<file path="config.mk">
export PLATFORM = sky130hd
export DESIGN_NAME = rvfi_tl_stub
export DESIGN_NICKNAME = d
export VERILOG_FILES = /design/src/rtl/rvfi_tl_pkg.sv /design/src/rtl/rvfi_tl_fifo.sv /design/src/rtl/rvfi_tl_stub.sv
export SDC_FILE = /design/constraint.sdc
export NUM_CORES = 1
export LEC_CHECK = 0
export ABC_AREA = 1
export BUFFER_PORTS_ARGS = -buffer_cell sky130_fd_sc_hd__buf_2
export CORE_MARGIN = 8
export CORE_UTILIZATION = 50
export DETAILED_ROUTE_END_ITERATION = 16
export PLACE_DENSITY = 0.73
export SLEW_MARGIN = 20
export SYNTH_ARGS = -nofsm -noshare
export SYNTH_HDL_FRONTEND = slang
export SYNTH_SLANG_ARGS = --single-unit
</file>
<file path="constraint.sdc">
create_clock -name clock -period 7.2 [get_ports clock]
set_input_delay 1.08 -clock clock [delete_from_list [all_inputs] [get_ports clock]]
set_output_delay 1.08 -clock clock [all_outputs]
set_load 0.02 [all_outputs]
</file>
<file path="src/rtl/rvfi_tl_pkg.sv">
// Shared TileLink-UL constants, queue-entry header type and A-to-D opcode mapping
// for the RVFI TileLink slave stub.
package rvfi_tl_pkg;

    localparam logic [2:0] PUT_FULL        = 3'd0;
    localparam logic [2:0] PUT_PARTIAL     = 3'd1;
    localparam logic [2:0] ARITH           = 3'd2;
    localparam logic [2:0] LOGIC           = 3'd3;
    localparam logic [2:0] GET             = 3'd4;
    localparam logic [2:0] HINT            = 3'd5;

    localparam logic [2:0] ACCESS_ACK      = 3'd0;
    localparam logic [2:0] ACCESS_ACK_DATA = 3'd1;

    // Width-independent part of a queued response; size, source and data are appended by the stub.
    typedef struct packed {
        logic [2:0] opcode;
        logic       denied;
    } entry_hdr_t;

    function automatic entry_hdr_t map_opcode(input logic [2:0] a_op);
        entry_hdr_t hdr;
        case (a_op)
            GET: begin
                hdr.opcode = ACCESS_ACK_DATA;
                hdr.denied = 1'b0;
            end
            PUT_FULL, PUT_PARTIAL: begin
                hdr.opcode = ACCESS_ACK;
                hdr.denied = 1'b0;
            end
            ARITH, LOGIC, HINT: begin
                hdr.opcode = ACCESS_ACK;
                hdr.denied = 1'b1;
            end
            default: begin
                hdr.opcode = ACCESS_ACK;
                hdr.denied = 1'b1;
            end
        endcase
        return hdr;
    endfunction

endpackage

</file>
<file path="src/rtl/rvfi_tl_fifo.sv">
// Generic DEPTH-entry synchronous FIFO (DEPTH a power of two) with full/empty flags.
// Push is ignored when full and pop is ignored when empty.
module rvfi_tl_fifo #(
    parameter int WIDTH = 8,
    parameter int DEPTH = 4
) (
    input  logic             clock,
    input  logic             reset,
    input  logic             push,
    input  logic [WIDTH-1:0] push_data,
    input  logic             pop,
    output logic [WIDTH-1:0] head_data,
    output logic             full,
    output logic             empty
);

    localparam int PW = $clog2(DEPTH);
    localparam logic [PW-1:0] PTR_ONE   = PW'(1);
    localparam logic [PW:0]   CNT_ONE   = (PW+1)'(1);
    localparam logic [PW:0]   CNT_FULL  = (PW+1)'(DEPTH);

    logic [WIDTH-1:0] mem_r [DEPTH];
    logic [PW-1:0]    wr_ptr_r;
    logic [PW-1:0]    rd_ptr_r;
    logic [PW:0]      count_r;
    logic             push_s;
    logic             pop_s;

    assign full      = (count_r == CNT_FULL);
    assign empty     = (count_r == {(PW+1){1'b0}});
    assign push_s    = push && !full;
    assign pop_s     = pop && !empty;
    assign head_data = mem_r[rd_ptr_r];

    // Storage array; contents are only meaningful while the matching slot is occupied.
    always_ff @(posedge clock) begin
        if (push_s) begin
            mem_r[wr_ptr_r] <= push_data;
        end
    end

    // Pointers and occupancy; pointers wrap naturally because DEPTH is a power of two.
    always_ff @(posedge clock) begin
        if (reset) begin
            wr_ptr_r <= {PW{1'b0}};
            rd_ptr_r <= {PW{1'b0}};
            count_r  <= {(PW+1){1'b0}};
        end else begin
            if (push_s) begin
                wr_ptr_r <= wr_ptr_r + PTR_ONE;
            end
            if (pop_s) begin
                rd_ptr_r <= rd_ptr_r + PTR_ONE;
            end
            case ({push_s, pop_s})
                2'b10:   count_r <= count_r + CNT_ONE;
                2'b01:   count_r <= count_r - CNT_ONE;
                default: count_r <= count_r;
            endcase
        end
    end

endmodule

</file>
<file path="src/rtl/rvfi_tl_stub.sv">
// RVFI harness glue: held-off core reset sequencer plus an in-order TileLink-UL slave
// that answers after a programmable latency. Optional stall inputs: RVFI_TL_STUB_STALL_EN.
module rvfi_tl_stub
    import rvfi_tl_pkg::*;
#(
    parameter int RESET_CYCLES = 2,
    parameter int DEPTH        = 4,
    parameter int LATENCY      = 1,
    parameter int AW           = 32,
    parameter int DW           = 64,
    parameter int SZW          = 3,
    parameter int SRCW         = 3
) (
    input  logic              clock,
    input  logic              reset,
    output logic              core_reset,
    input  logic              a_valid,
    output logic              a_ready,
    input  logic [2:0]        a_opcode,
    input  logic [2:0]        a_param,
    input  logic [SZW-1:0]    a_size,
    input  logic [SRCW-1:0]   a_source,
    input  logic [AW-1:0]     a_address,
    input  logic [DW/8-1:0]   a_mask,
    input  logic [DW-1:0]     a_data,
`ifdef RVFI_TL_STUB_STALL_EN
    input  logic              stall_a,
    input  logic              stall_d,
`endif
    output logic              d_valid,
    input  logic              d_ready,
    output logic [2:0]        d_opcode,
    output logic [1:0]        d_param,
    output logic [SZW-1:0]    d_size,
    output logic [SRCW-1:0]   d_source,
    output logic [1:0]        d_sink,
    output logic              d_denied,
    output logic              d_corrupt,
    output logic [DW-1:0]     d_data,
    input  logic [DW-1:0]     rand_data
);

    localparam int         HW        = $bits(entry_hdr_t);
    localparam int         EW        = HW + SZW + SRCW + DW;
    localparam logic [7:0] HOLD_LAST = 8'(RESET_CYCLES - 1);
    localparam logic [3:0] WAIT_MAX  = 4'(LATENCY);

    logic          core_reset_r;
    logic [7:0]    hold_r;
    logic [3:0]    wait_r;
    logic          full_s;
    logic          empty_s;
    logic          a_ready_s;
    logic          d_valid_s;
    logic          push_s;
    logic          pop_s;
    entry_hdr_t    push_hdr_s;
    entry_hdr_t    head_hdr_s;
    logic [DW-1:0] push_payload_s;
    logic [EW-1:0] push_entry_s;
    logic [EW-1:0] head_entry_s;
    logic          unused_s;

    assign unused_s = ^{a_param, a_address, a_mask, a_data};

    // Hold the core in reset for RESET_CYCLES cycles after the harness reset falls.
    always_ff @(posedge clock) begin
        if (reset) begin
            core_reset_r <= 1'b1;
            hold_r       <= 8'd0;
        end else if (core_reset_r) begin
            if (hold_r == HOLD_LAST) begin
                core_reset_r <= 1'b0;
            end else begin
                hold_r <= hold_r + 8'd1;
            end
        end else begin
            core_reset_r <= 1'b0;
        end
    end

`ifdef RVFI_TL_STUB_STALL_EN
    logic presenting_r;
    assign a_ready_s = !core_reset_r && !full_s && !stall_a;
    // A response already on the bus ignores stall_d so d_valid never retracts.
    assign d_valid_s = !empty_s && (wait_r == WAIT_MAX) && (presenting_r || !stall_d);

    // Remember that a response is being presented but not yet taken.
    always_ff @(posedge clock) begin
        if (reset) begin
            presenting_r <= 1'b0;
        end else begin
            presenting_r <= d_valid_s && !d_ready;
        end
    end
`else
    assign a_ready_s = !core_reset_r && !full_s;
    assign d_valid_s = !empty_s && (wait_r == WAIT_MAX);
`endif

    assign push_s         = a_valid && a_ready_s;
    assign pop_s          = d_valid_s && d_ready;
    assign push_hdr_s     = map_opcode(a_opcode);
    assign push_payload_s = (a_opcode == GET) ? rand_data : {DW{1'b0}};
    assign push_entry_s   = {push_hdr_s, a_size, a_source, push_payload_s};
    assign head_hdr_s     = head_entry_s[EW-1 -: HW];

    rvfi_tl_fifo #(
        .WIDTH (EW),
        .DEPTH (DEPTH)
    ) u_fifo (
        .clock     (clock),
        .reset     (reset),
        .push      (push_s),
        .push_data (push_entry_s),
        .pop       (pop_s),
        .head_data (head_entry_s),
        .full      (full_s),
        .empty     (empty_s)
    );

    // Head wait counter: restarts whenever a different entry becomes head.
    always_ff @(posedge clock) begin
        if (reset) begin
            wait_r <= 4'd0;
        end else if (pop_s || (push_s && empty_s)) begin
            wait_r <= 4'd0;
        end else if (!empty_s && (wait_r != WAIT_MAX)) begin
            wait_r <= wait_r + 4'd1;
        end else begin
            wait_r <= wait_r;
        end
    end

    assign core_reset = core_reset_r;
    assign a_ready    = a_ready_s;
    assign d_valid    = d_valid_s;
    assign d_param    = 2'd0;
    assign d_sink     = 2'd0;
    assign d_corrupt  = 1'b0;

    // D fields come from the head entry and read as zero when nothing is presented.
    always_comb begin
        d_opcode = 3'd0;
        d_denied = 1'b0;
        d_size   = {SZW{1'b0}};
        d_source = {SRCW{1'b0}};
        d_data   = {DW{1'b0}};
        if (d_valid_s) begin
            d_opcode = head_hdr_s.opcode;
            d_denied = head_hdr_s.denied;
            d_size   = head_entry_s[SRCW+DW +: SZW];
            d_source = head_entry_s[DW +: SRCW];
            d_data   = head_entry_s[DW-1:0];
        end else begin
            d_opcode = 3'd0;
            d_denied = 1'b0;
            d_size   = {SZW{1'b0}};
            d_source = {SRCW{1'b0}};
            d_data   = {DW{1'b0}};
        end
    end

endmodule

</file>
==> flow_summary.json <==
{
  "ff_latch_area_um2": 9100,
  "clockBufferDepth": 3,
  "die_area_um2": 31300,
  "postCtsSetupBuffers": 0,
  "clk_pin_slew_worst_paths_ns": 0.06,
  "layout_common_cells": "369 x nor2_1, 288 x edfxtp_1, 151 x buf_2",
  "final_common_cell": "nor2_1",
  "drive_gt1_frac": 0.167,
  "cap_violations": 0,
  "syn_area_um2": 13000,
  "critPathBufInv": 3,
  "fin_skew_ns": 0.0114,
  "crit_arrival_ns": 3.21,
  "io_buffers": 151,
  "dp_hpwl_um": 15400,
  "ant_nets": 0,
  "numCtsBuffers": 31,
  "yosys_warnings": 0,
  "routedWlPerCell_um": 16.6,
  "maxSlewViolCount": 0,
  "via_per_inst": 5.17,
  "via_count": 8587,
  "fin_crit_sh": 0.596,
  "die_w_um": 177,
  "initial_core_util": 0.503,
  "p_total_uw": 3900,
  "synthCells": 1165,
  "hold_buffers": 0,
  "antenna_found_initial": 0,
  "ff2ff_setup_slack_ns": 5.02,
  "cp_data_required_time_ns": 6.12,
  "critPathMaxStageDelay_ns": 0.71,
  "grt_pass1_wl_um": 43700,
  "slew_headroom": 0.316,
  "wirelength_um": 27500,
  "die_y_um": 177,
  "yosys.cell_types.count": 30,
  "path_delay_family": "buffers and inverters",
  "cts.htree.levels": 1,
  "outcome": "finished, final reports clean",
  "cts_resized": 0,
  "worstSetupPathType": "reg2out",
  "place_area_um2": 13800,
  "worstSetupEndpointType": "output pin",
  "fmax_ghz": 0.233,
  "gp_congestion": 0.786,
  "path_cells": "inv_4, buf_4, o21ai_0, a21oi_1, buf_2",
  "hold_class": "reg2reg",
  "antenna_cells": 0,
  "core_area_um2": 25800,
  "cts_tree": "built",
  "fin_setup_tns_ns": 0,
  "cellPowerDensity_nw_per_um2": 263,
  "ir_worst_vdd_mv": 0.211,
  "synth-seq-cells": 310,
  "layout-area-overhead-vs-synth_pct": 14.3,
  "tightest_slew_ns": 1.03,
  "power_leakage_uw": 0.00580,
  "clock-sinks": 310,
  "pin_count": 266,
  "track_usage": 0.173,
  "period_needed_ns": 4.29,
  "fin_nets": 1494,
  "firstDrtPassIters": 5,
  "drc": 0,
  "grt-ovfl-total": 0,
  "multi_input_area_um2": 3120,
  "clk-insertion-delay-late_ns": 0.54,
  "rsz0062_at_grt": "no",
  "drtIter0Drc": 603,
  "ys_seq_area_frac": 0.701,
  "setup_viol": 0,
  "grt_pass1_vias": 8658,
  "crit_slowest_cell": "buf_4",
  "core.rowCount": 59,
  "root_buffer": "clkbuf_16",
  "startpoint_type": "register",
  "grt_max_degree": 77,
  "critPathMaxFanout": 73,
  "hold_violations": 0,
  "stdcell_area_um2": 14800,
  "fillers": 2081,
  "syn_avg_cell_area_um2": 11.1
}
## area by class of cell
cell class,count,share of cell area
multi-input combinational,698,0.210
clock buffer,45,0.0573
timing repair buffer,164,0.0576
clock inverter,13,0.00802
tap,335,0.0283
inverter,95,0.0242
sequential,310,0.614
## kinds of logic (layout without fill, tap and decap cells)
| group | count (synthesis) | count (layout) | synth area share |
|---|---|---|---|
| AND/OR/NAND/NOR | 435 | 435 | 0.129 |
| AO/OA/AOI/OAI | 243 | 243 | 0.0941 |
| flip-flops | 310 | 310 | 0.701 |
| other | 1 | 7 | 0.000289 |
| adder cells (fa/ha/maj) | 10 | 10 | 0.0102 |
| buffers and inverters | 163 | 317 | 0.0625 |
| XOR/XNOR | 3 | 3 | 0.00203 |
## worst min-delay path, stage by stage (launching register included)
cell,delay (ns)
dfxtp_1,0.32
nand2_1,0.06
a21oi_1,0.06
## synthesized netlist by cell type (all sizes together)
library cell  number  area share
fa                 1      0.0015
or2                2     0.00097
conb               1     0.00029
clkbuf            13      0.0076
xor2               3      0.0020
a21oi             90       0.035
dfxtp             22       0.034
a21o               1     0.00058
nor3               2     0.00077
nor2             375        0.11
buf               55       0.027
nand4              1     0.00048
edfxtp           288        0.67
nand2             44       0.013
ha                 9      0.0087
nand3b             1     0.00058
nand3             10      0.0042
o21ai            152       0.059
inv               95       0.028
## through the flow
| stage | setup slack (ns) | utilization | std cells | hold slack (ns) |
|---|---|---|---|---|
| floorplan | 2.44 | - | 1171 | 0.471 |
| global placement | 3.50 | 0.537 | 1602 | 0.477 |
| detailed placement | 3.45 | 0.537 | 1602 | 0.478 |
| CTS | 2.86 | 0.575 | 1660 | 0.493 |
| global route | 2.60 | 0.575 | 1660 | 0.527 |
| finish | 2.91 | 0.575 | 1660 | 0.487 |
## flip-flops by register name, indices dropped and copies added, names as in the netlist, named ones only
name             flops
u_fifo.rd_ptr_r      2
wait_r               4
hold_r               8
u_fifo.mem_r       288
core_reset           1
u_fifo.count_r       3
u_fifo.wr_ptr_r      2
## routing by layer
metal  routed length (µm)  GRT usage  vias to the layer above  part of all wire
met5                    0          0                        -                 0
met4                  408     0.0441                        0             0.015
met3                 1760     0.0297                       28             0.064
met2                13800      0.307                      253              0.50
met1                11500      0.215                     4113              0.42
li1                     -          -                     4193                 -
## power breakdown
part / leakage [µW] / internal (µW) / switching (µW)
sequential: 0.00279 / 2050 / 32.9
clock: 0.000476 / 886 / 617
combinational: 0.00253 / 90.1 / 216
total: 0.00580 / 3030 / 866
## final timing paths
kind | endpoint | depth (start not counted) | from
worst max-delay path | d_data[42] | 5 | register
worst min-delay path | register | 2 | u_fifo.rd_ptr_r[1]
worst max register to register | u_fifo.count_r[2] | 13 | wait_r[0]
worst min register to register | register | 2 | u_fifo.rd_ptr_r[1]
Power figures use the tool's default switching activity.
